--- src/rtl/cpu_pkg.sv ---
`default_nettype none
// ---------------------------------------------------------------------------
// cpu_pkg: phase codes and sequencer state encoding shared by the CPU control path.
// Rev 1.0
// ---------------------------------------------------------------------------
package cpu_pkg;

  localparam logic [1:0] FETCH1  = 2'b00;
  localparam logic [1:0] DECODE  = 2'b01;
  localparam logic [1:0] EXECUTE = 2'b10;
  localparam logic [1:0] WRITEB  = 2'b11;

  localparam logic [2:0] SQ_IDLE     = 3'd0;
  localparam logic [2:0] SQ_FETCH    = 3'd1;
  localparam logic [2:0] SQ_DECODE   = 3'd2;
  localparam logic [2:0] SQ_MEM_WAIT = 3'd3;
  localparam logic [2:0] SQ_EXECUTE  = 3'd4;
  localparam logic [2:0] SQ_WRITEB   = 3'd5;
  localparam logic [2:0] SQ_HALT     = 3'd6;

  localparam int MEM_WAIT_MAX_DEF = 15;

  typedef enum logic [2:0] {
    S_IDLE     = SQ_IDLE,
    S_FETCH    = SQ_FETCH,
    S_DECODE   = SQ_DECODE,
    S_MEM_WAIT = SQ_MEM_WAIT,
    S_EXECUTE  = SQ_EXECUTE,
    S_WRITEB   = SQ_WRITEB,
    S_HALT     = SQ_HALT
  } seq_state_e;

  // MEM_WAIT keeps presenting the DECODE phase so the decoder holds its memory request.
  function automatic logic [1:0] phase_of(input seq_state_e s);
    logic [1:0] ph;
    ph = FETCH1;
    case (s)
      S_DECODE, S_MEM_WAIT: ph = DECODE;
      S_EXECUTE:            ph = EXECUTE;
      S_WRITEB:             ph = WRITEB;
      default:              ph = FETCH1;
    endcase
    return ph;
  endfunction

endpackage
`default_nettype wire

--- src/rtl/cycle_sequencer_if.sv ---
`default_nettype none
// ---------------------------------------------------------------------------
// cycle_sequencer_if: control/status bundle between debug controls and the sequencer.
// Rev 1.0
// ---------------------------------------------------------------------------
interface cycle_sequencer_if #(
  parameter int CNT_W = 16
) ();
  logic             run;
  logic             single_mode;
  logic             step;
  logic             mem_req;
  logic             mem_ready;
  logic             halt_req;
  logic [1:0]       estado;
  logic             stall;
  logic             instr_done;
  logic             halted;
  logic             mem_timeout;
  logic [CNT_W-1:0] instr_count;

  modport master (
    output run, single_mode, step, mem_req, mem_ready, halt_req,
    input  estado, stall, instr_done, halted, mem_timeout, instr_count
  );

  modport slave (
    input  run, single_mode, step, mem_req, mem_ready, halt_req,
    output estado, stall, instr_done, halted, mem_timeout, instr_count
  );
endinterface
`default_nettype wire

--- src/rtl/mem_wait_timer.sv ---
`default_nettype none
// ---------------------------------------------------------------------------
// mem_wait_timer: saturating memory-wait counter with terminal-count flag.
// Rev 1.0
// ---------------------------------------------------------------------------
module mem_wait_timer #(
  parameter int MAX = 15
) (
  input  wire logic clk,
  input  wire logic rst,
  input  wire logic i_load,
  input  wire logic i_clear,
  input  wire logic i_inc,
  output logic      o_tc
);
  localparam int W = $clog2(MAX + 1);

  logic [W-1:0] r_cnt;

  always_ff @(posedge clk or posedge rst) begin
    if (rst) begin
      r_cnt <= '0;
    end else if (i_clear) begin
      r_cnt <= '0;
    end else if (i_load) begin
      r_cnt <= W'(1);
    end else if (i_inc && !o_tc) begin
      r_cnt <= r_cnt + 1'b1;
    end
  end

  assign o_tc = (r_cnt >= W'(MAX));
endmodule
`default_nettype wire

--- src/rtl/cycle_sequencer.sv ---
`default_nettype none
// ---------------------------------------------------------------------------
// cycle_sequencer: instruction phase FSM with run/step, memory-wait timeout, halt and retire count.
// Rev 1.0
// ---------------------------------------------------------------------------
module cycle_sequencer
  import cpu_pkg::*;
#(
  parameter int MEM_WAIT_MAX = MEM_WAIT_MAX_DEF,
  parameter int CNT_W        = 16
) (
  input wire logic         clk,
  input wire logic         rst,
  cycle_sequencer_if.slave bus
);
  seq_state_e       r_state;
  seq_state_e       w_next;
  logic             r_halt_pend;
  logic             r_mem_timeout;
  logic [CNT_W-1:0] r_count;
  logic             w_load;
  logic             w_clear;
  logic             w_inc;
  logic             w_tc;
  logic             w_set_timeout;
  logic             w_retire;
  logic             w_in_instr;

  mem_wait_timer #(.MAX(MEM_WAIT_MAX)) u_timer (
    .clk     (clk),
    .rst     (rst),
    .i_load  (w_load),
    .i_clear (w_clear),
    .i_inc   (w_inc),
    .o_tc    (w_tc)
  );

  always_ff @(posedge clk or posedge rst) begin
    if (rst) begin
      r_state <= S_IDLE;
    end else begin
      r_state <= w_next;
    end
  end

  always_comb begin
    w_next        = r_state;
    w_load        = 1'b0;
    w_clear       = 1'b0;
    w_inc         = 1'b0;
    w_set_timeout = 1'b0;
    w_retire      = 1'b0;
    case (r_state)
      S_IDLE: begin
        if (bus.halt_req) begin
          w_next = S_HALT;
        end else if (bus.run && (!bus.single_mode || bus.step)) begin
          w_next = S_FETCH;
        end
      end
      S_FETCH:   w_next = S_DECODE;
      S_DECODE: begin
        if (!bus.mem_req || bus.mem_ready) begin
          w_next = S_EXECUTE;
        end else begin
          w_next = S_MEM_WAIT;
          w_load = 1'b1;
        end
      end
      // mem_ready wins over a timeout landing on the same cycle.
      S_MEM_WAIT: begin
        if (bus.mem_ready) begin
          w_next  = S_EXECUTE;
          w_clear = 1'b1;
        end else if (w_tc) begin
          w_next        = S_HALT;
          w_set_timeout = 1'b1;
          w_clear       = 1'b1;
        end else begin
          w_inc = 1'b1;
        end
      end
      S_EXECUTE: w_next = S_WRITEB;
      S_WRITEB: begin
        w_retire = 1'b1;
        if (r_halt_pend || bus.halt_req) begin
          w_next = S_HALT;
        end else if (!bus.run || bus.single_mode) begin
          w_next = S_IDLE;
        end else begin
          w_next = S_FETCH;
        end
      end
      S_HALT: begin
        if (!bus.run) begin
          w_next = S_IDLE;
        end
      end
      default: w_next = S_IDLE;
    endcase
  end

  assign w_in_instr = (r_state == S_FETCH) || (r_state == S_DECODE) ||
                      (r_state == S_MEM_WAIT) || (r_state == S_EXECUTE);

  // A pending halt is consumed at the boundary or dropped when a timeout halts first.
  always_ff @(posedge clk or posedge rst) begin
    if (rst) begin
      r_halt_pend <= 1'b0;
    end else if (r_state == S_WRITEB || w_next == S_HALT) begin
      r_halt_pend <= 1'b0;
    end else if (w_in_instr && bus.halt_req) begin
      r_halt_pend <= 1'b1;
    end
  end

  always_ff @(posedge clk or posedge rst) begin
    if (rst) begin
      r_mem_timeout <= 1'b0;
      r_count       <= '0;
    end else begin
      if (w_set_timeout) begin
        r_mem_timeout <= 1'b1;
      end
      if (w_retire) begin
        r_count <= r_count + 1'b1;
      end
    end
  end

  assign bus.estado      = phase_of(r_state);
  assign bus.stall       = (r_state == S_IDLE) || (r_state == S_MEM_WAIT) || (r_state == S_HALT);
  assign bus.instr_done  = (r_state == S_WRITEB);
  assign bus.halted      = (r_state == S_HALT);
  assign bus.mem_timeout = r_mem_timeout;
  assign bus.instr_count = r_count;
endmodule
`default_nettype wire

--- src/flat_wrapper.sv ---
// flat-port wrapper written by rule: the top's interface ports become plain ports
module cycle_sequencer_flat import cpu_pkg::*;
#(
  parameter int MEM_WAIT_MAX = MEM_WAIT_MAX_DEF,
  parameter int CNT_W        = 16
)
  (clk, rst, bus_run, bus_single_mode, bus_step, bus_mem_req, bus_mem_ready, bus_halt_req, bus_estado, bus_stall, bus_instr_done, bus_halted, bus_mem_timeout, bus_instr_count);
  cycle_sequencer_if #(.CNT_W(CNT_W)) bus_i ();
  input wire logic clk;
  input wire logic rst;
  input wire logic [$bits(bus_i.run)-1:0] bus_run;
  input wire logic [$bits(bus_i.single_mode)-1:0] bus_single_mode;
  input wire logic [$bits(bus_i.step)-1:0] bus_step;
  input wire logic [$bits(bus_i.mem_req)-1:0] bus_mem_req;
  input wire logic [$bits(bus_i.mem_ready)-1:0] bus_mem_ready;
  input wire logic [$bits(bus_i.halt_req)-1:0] bus_halt_req;
  output wire logic [$bits(bus_i.estado)-1:0] bus_estado;
  output wire logic [$bits(bus_i.stall)-1:0] bus_stall;
  output wire logic [$bits(bus_i.instr_done)-1:0] bus_instr_done;
  output wire logic [$bits(bus_i.halted)-1:0] bus_halted;
  output wire logic [$bits(bus_i.mem_timeout)-1:0] bus_mem_timeout;
  output wire logic [$bits(bus_i.instr_count)-1:0] bus_instr_count;
  assign bus_i.run = bus_run;
  assign bus_i.single_mode = bus_single_mode;
  assign bus_i.step = bus_step;
  assign bus_i.mem_req = bus_mem_req;
  assign bus_i.mem_ready = bus_mem_ready;
  assign bus_i.halt_req = bus_halt_req;
  assign bus_estado = bus_i.estado;
  assign bus_stall = bus_i.stall;
  assign bus_instr_done = bus_i.instr_done;
  assign bus_halted = bus_i.halted;
  assign bus_mem_timeout = bus_i.mem_timeout;
  assign bus_instr_count = bus_i.instr_count;
  cycle_sequencer #(.MEM_WAIT_MAX(MEM_WAIT_MAX), .CNT_W(CNT_W)) u_core (.clk(clk), .rst(rst), .bus(bus_i));
endmodule
--- config.mk ---
export PLATFORM = sky130hd
export DESIGN_NAME = cycle_sequencer_flat
export DESIGN_NICKNAME = d
export VERILOG_FILES = /design/src/rtl/cpu_pkg.sv /design/src/rtl/cycle_sequencer_if.sv /design/src/rtl/mem_wait_timer.sv /design/src/rtl/cycle_sequencer.sv /design/src/flat_wrapper.sv
export SDC_FILE = /design/constraint.sdc
export NUM_CORES = 1
export LEC_CHECK = 0
export CAP_MARGIN = 20
export CORE_MARGIN = 2
export CORE_UTILIZATION = 53
export DETAILED_ROUTE_END_ITERATION = 10
export MAX_ROUTING_LAYER = met4
export PLACE_DENSITY = 0.9
export SYNTH_ARGS = -nofsm -noshare
export SYNTH_HDL_FRONTEND = slang
export SYNTH_SLANG_ARGS = --single-unit
--- constraint.sdc ---
create_clock -name clk -period 3.1 [get_ports clk]
set_input_delay 0.62 -clock clk [delete_from_list [all_inputs] [get_ports clk]]
set_output_delay 0.62 -clock clk [all_outputs]
set_load 0.02 [all_outputs]
==> impl_metrics.json, run 1 <==
{
  "run_status": "finished, final reports clean",
  "start_util": 0.574,
  "slowest_stage": "dfrtp_1",
  "layout-drive-gt1-share": 0.0692,
  "yosysTopAreaCell": "dfrtp_1",
  "cts_buffers": 3,
  "hpwlAfterDp_um": 2090,
  "dpl_worst_slack_ps": 948,
  "ys_top_cells_by_area": "dfrtp_1 48%, xnor2_1 9.4%, nand2_1 3.7%",
  "hold_viol": 0,
  "slowest_delay_ps": 660,
  "cts_sinks": 25,
  "areaGrowthSynthToFinish_pct": 25.9,
  "hold_buffers": 0,
  "skew_ps": 2.92,
  "p_comb_frac": 0.431,
  "dpl.cell_count": 183,
  "grt_pass1_wl_um": 4780,
  "cts_max_level": 1,
  "die_area_um2": 2880,
  "crit_chain": "xnor2_1 -> a21oi_1 -> clkdlybuf4s50_1",
  "cts_resized": 0,
  "drt_wl_total_um": 2730,
  "netlist_instances": 129,
  "crit_type": "reg -> out",
  "ys_seq_area_frac": 0.479,
  "fin_crit_sh": 0.828,
  "cp_max_fo": 13,
  "setup_ws_ps": 534,
  "slew_violations": 0,
  "track_usage": 0.237,
  "min_period_ps": 2570,
  "hp-class": "reg -> reg",
  "r2r-start": "u_core.r_state[2]",
  "fillCellCount": 170,
  "routedWlPerCell_um": 14.6,
  "ys_warn_count": 0,
  "firstDrtPassIters": 4,
  "final_common_cell": "clkdlybuf4s50_1",
  "clock_latency_ps": 320,
  "grt_max_degree": 26,
  "port_buffers": 29,
  "tightest_slew_ps": 930,
  "p_sw_w": 0.000491,
  "synth_area_per_cell_um2": 10.1,
  "fin_cells": 187,
  "cp-end-kind": "primary output",
  "busiest_layer": "met2",
  "vias_per_cell": 5.70,
  "switching_share": 0.408,
  "die_width_um": 53.6,
  "io_pins": 30,
  "critical-path-top-delay-family": "flip-flops",
  "dieHeight_um": 53.6,
  "postCtsSetupBuffers": 0,
  "antenna_left": 0,
  "synth_nets": 139,
  "cp.required_ps": 2480,
  "gp_congestion": 0.811,
  "p_seq_frac": 0.444,
  "std_cell_rows": 17,
  "crit_path_start_kind": "flip-flop",
  "rsz0062_at_grt": "no",
  "clkPwrFrac": 0.126,
  "cts_buffer_depth": 2,
  "core-area_um2": 2280,
  "slew_headroom": 0.379,
  "netlist-cell-type-count": 39,
  "drt-initial-drc-count": 19,
  "final_net_count": 170,
  "grt_pass1_vias": 1075,
  "peakVddDrop_mv": 0.842,
  "post-route-drc-count": 0,
  "power.density_nw_per_um2": 731,
  "vias": 1066,
  "layout_common_cells": "29 x clkdlybuf4s50_1, 25 x dfrtp_1, 14 x xnor2_1",
  "grt_overflow_total": 0,
  "synth_area_um2": 1310,
  "critPathArrivalTime_ps": 1950,
  "grt_util_met2": 0.418,
  "ys_ff_latch": 25,
  "cts_tree": "built",
  "leakagePower_nw": 0.702,
  "diodes": 0,
  "min_from": "u_core.bus.instr_count[15]",
  "antenna_found_initial": 0,
  "cap_violations": 0,
  "internal_power_w": 0.000711,
  "path_buf_inv": 1,
  "setup_viol": 0,
  "max_freq_mhz": 390,
  "fin_tns_setup_ps": 0,
  "met1_usage": 0.261,
  "startpoint": "u_core.r_state[0]",
  "root_buffer": "clkbuf_4",
  "globalRouteMet3Util": 0.0306,
  "clk_pin_slew_ps": 140,
  "synth_top_area_frac": 0.479
}
## synthesized netlist by cell type
cell / count
a211o_1: 1
a211oi_1: 1
a21oi_1: 6
a31oi_1: 1
a31oi_2: 1
and2_1: 2
and3_1: 1
and3b_1: 1
and4_1: 2
buf_2: 2
buf_4: 1
dfrtp_1: 25
ha_1: 2
inv_1: 2
inv_2: 1
mux2i_1: 2
nand2_1: 13
nand2b_1: 3
nand2b_4: 1
nand3_1: 7
nand3b_1: 1
nand3b_2: 1
nand3b_4: 1
nand4_1: 5
nor2_1: 8
nor2_2: 1
nor2_4: 1
nor2b_1: 3
nor3_1: 4
nor3b_1: 1
o211ai_1: 1
o21a_1: 1
o21ai_0: 4
o21ai_1: 2
o31ai_1: 1
o41ai_1: 1
or2_1: 1
xnor2_1: 14
xor2_1: 3
## flip-flops by register name (all words and copies together), names as in the netlist
signal	count
u_core.bus.instr_count	16
u_core.u_timer.r_cnt	4
u_core.r_state	3
u_core.bus.mem_timeout	1
u_core.r_halt_pend	1
## power by group through the flow
stage | sequential [W] | clock (W) | combinational (W)
after floorplan | 0.000512 | 0 | 0.000348
after global placement | 0.000526 | 0 | 0.000495
after detailed placement | 0.000537 | 0 | 0.000519
after CTS | 0.000531 | 0.000157 | 0.000519
after global routing | 0.000550 | 0.000169 | 0.000565
final | 0.000533 | 0.000151 | 0.000517
## layer usage
| layer | wire length [um] | vias up |
|---|---|---|
| met3 | 117 | 6 |
| met1 | 1130 | 512 |
| met2 | 1430 | 34 |
| met4 | 60 | 0 |
| met5 | 0 | - |
| li1 | - | 514 |
## final timing paths
kind                                         endpoint  slack (ps)  cells after the start
min                        u_core.bus.instr_count[15]         490                      1
max reg2reg                   u_core.u_timer.r_cnt[3]        1540                      4
max                                         bus_stall         530                      3
max in group asynchronous           u_core.r_state[2]        1750                      2
min in group asynchronous   u_core.bus.instr_count[5]         780                      2
min reg2reg                u_core.bus.instr_count[15]         490                      1
## stage by stage
stage	hold WS (ps)	util	instance area (um2)	power, W
after global placement	450	0.709	1610	0.00102
after detailed placement	462	0.709	1610	0.00106
after CTS	495	0.722	1640	0.00121
after global routing	524	0.722	1640	0.00128
after floorplan	489	-	1310	0.000860
final	486	0.722	1640	0.00120
## layout make-up
class                   count  area [um2]  area share
inverters                   3        11.3     0.00685
multi-input cells          98         652       0.396
flip-flops and latches     25         626       0.381
clock inverters             1        7.51     0.00457
repair buffers             29         290       0.177
clock buffers               3        22.5      0.0137
well taps                  28        35.0      0.0213
## cell families (layout without fill, tap and decap cells)
kind of cell,count (synthesis),count (layout),synth area share
adders and majority gates,2,2,0.0192
DFF,25,25,0.479
xor gates and xnor gates,17,17,0.114
muxes,2,2,0.0153
and+or+nand+nor,57,57,0.254
buffers and inverters,6,36,0.0220
AOI/OAI and AO/OA,20,20,0.0968
No activity file was read; power rests on OpenSTA's default activity.
==> run 2, diff against run 1 <==
--- a/config.mk
+++ b/config.mk
@@ -7,10 +7,10 @@
 export LEC_CHECK = 0
 export CAP_MARGIN = 20
 export CORE_MARGIN = 2
-export CORE_UTILIZATION = 53
+export CORE_UTILIZATION = 49
 export DETAILED_ROUTE_END_ITERATION = 10
 export MAX_ROUTING_LAYER = met4
-export PLACE_DENSITY = 0.9
+export PLACE_DENSITY = 0.84
 export SYNTH_ARGS = -nofsm -noshare
 export SYNTH_HDL_FRONTEND = slang
 export SYNTH_SLANG_ARGS = --single-unit
==> constraint.sdc (replaced) <==
create_clock -name clk -period 2.6 [get_ports clk]
set_input_delay 0.52 -clock clk [delete_from_list [all_inputs] [get_ports clk]]
set_output_delay 0.52 -clock clk [all_outputs]
set_load 0.02 [all_outputs]
==> impl_metrics.json, run 2 (synthesis results as in run 1) <==
{
  "crit_path_start_kind": "flip-flop",
  "std_cell_rows": 18,
  "hold_end": "u_core.bus.mem_timeout",
  "critical-path-top-delay-family": "buffers and inverters",
  "crit_type": "reg -> out",
  "track_usage": 0.185,
  "cts_resized": 0,
  "peakVddDrop_mv": 0.708,
  "min_path_cells": 1,
  "cts_tree": "built",
  "fin_util": 0.660,
  "final_common_cell": "clkdlybuf4s50_1",
  "rsz0062_at_grt": "no",
  "clock_latency_ps": 310,
  "setup_viol": 0,
  "drt_wl_total_um": 2590,
  "r2r-start": "u_core.r_state[2]",
  "max_freq_mhz": 418,
  "r2r_cells": 3,
  "die_width_um": 55.6,
  "dpl.cell_count": 186,
  "postCtsSetupBuffers": 0,
  "firstDrtPassIters": 4,
  "grt_pass1_wl_um": 4490,
  "hold_viol": 0,
  "min_period_ps": 2390,
  "slew_violations": 0,
  "root_buffer": "clkbuf_4",
  "r2r-end": "u_core.r_halt_pend",
  "dpl_worst_slack_ps": 580,
  "gp_congestion": 0.796,
  "fin_cells": 190,
  "path_buf_inv": 1,
  "routedWlPerCell_um": 13.6,
  "skew_ps": 8.30,
  "io_pins": 30,
  "cts_buffer_depth": 2,
  "path_depth": 3,
  "slowest_stage": "clkdlybuf4s50_1",
  "run_status": "finished, final reports clean",
  "critPathArrivalTime_ps": 1870,
  "cp-end-kind": "primary output",
  "hp-class": "reg -> reg",
  "leakagePower_nw": 0.708,
  "vias_per_cell": 5.49,
  "clk_pin_slew_ps": 140,
  "r2r_setup_slack_ps": 1070,
  "hold_buffers": 0,
  "antenna_found_initial": 0,
  "cts_max_level": 1,
  "largest_reg_flops": 16,
  "crit_chain": "nand3b_4 -> nand2_1 -> clkdlybuf4s50_1",
  "cap_violations": 0,
  "die_area_um2": 3090,
  "grt_max_degree": 26,
  "min_from": "u_core.bus.mem_timeout",
  "final_net_count": 171,
  "layout-drive-gt1-share": 0.0688,
  "antenna_left": 0,
  "fin_crit_sh": 0.921,
  "port_buffers": 29,
  "fin_tns_setup_ps": 0,
  "dieHeight_um": 55.6,
  "vias": 1044,
  "core-area_um2": 2500,
  "power.density_nw_per_um2": 862,
  "cp.required_ps": 2080,
  "setup_ws_ps": 205,
  "grt_overflow_total": 0,
  "slowest_delay_ps": 610,
  "diodes": 0,
  "tightest_slew_ps": 463,
  "slew_headroom": 0.691,
  "post-route-drc-count": 0,
  "hpwlAfterDp_um": 1900,
  "areaGrowthSynthToFinish_pct": 26.3,
  "drt-initial-drc-count": 19,
  "start_util": 0.523,
  "cts_sinks": 25,
  "layout_common_cells": "29 x clkdlybuf4s50_1, 25 x dfrtp_1, 14 x xnor2_1",
  "cts_buffers": 3,
  "cp_max_fo": 13,
  "grt_pass1_vias": 1023
}
-- run 2: report_power, final --
| group | switching (W) | internal [W] |
|---|---|---|
| clock | 0.000113 | 0.0000599 |
| sequential | 0.000160 | 0.000476 |
| combinational | 0.000298 | 0.000316 |
-- run 2: worst register-to-register path, stage by stage, from the launching register on --
cell	delay, ps
dfrtp_1	560
nand3b_2	400
nor3_1	380
a211oi_1	90
-- run 2: final cells by class --
| cell class | count | area (um2) |
|---|---|---|
| Fill cell | 189 | 850 |
| Multi-Input combinational cell | 98 | 652 |
| Sequential cell | 25 | 626 |
| Timing Repair Buffer | 30 | 298 |
| Tap cell | 30 | 37.5 |
| Clock buffer | 4 | 26.3 |
| Inverter | 3 | 11.3 |
-- run 2: worst max-delay path by stage --
stage | start | end | slack (ps)
global placement | u_core.r_state[0] | bus_estado[0] | 610
floorplan | u_core.r_state[0] | bus_stall | 1000
finish | u_core.r_state[1] | bus_estado[0] | 210
detailed placement | u_core.r_state[0] | bus_instr_done | 580
global route | u_core.r_state[0] | bus_estado[0] | 80
CTS | u_core.r_state[0] | bus_estado[0] | 200
-- run 2: per-stage QoR --
stage	hold slack (ps)	instance area, um2	total power (W)
6_report	489	1650	0.00142
5_1_grt	525	1650	0.00153
4_1_cts	499	1650	0.00143
3_5_place_dp	464	1620	0.00125
3_3_place_gp	450	1620	0.00122
2_1_floorplan	489	1310	0.00103
-- run 2: layer usage --
metal	global-route usage	wire, um	vias to the layer above
met5	-	0	-
met4	0.0732	17	0
met3	0.0395	110	4
met2	0.294	1260	35
met1	0.232	1200	493
li1	-	-	512
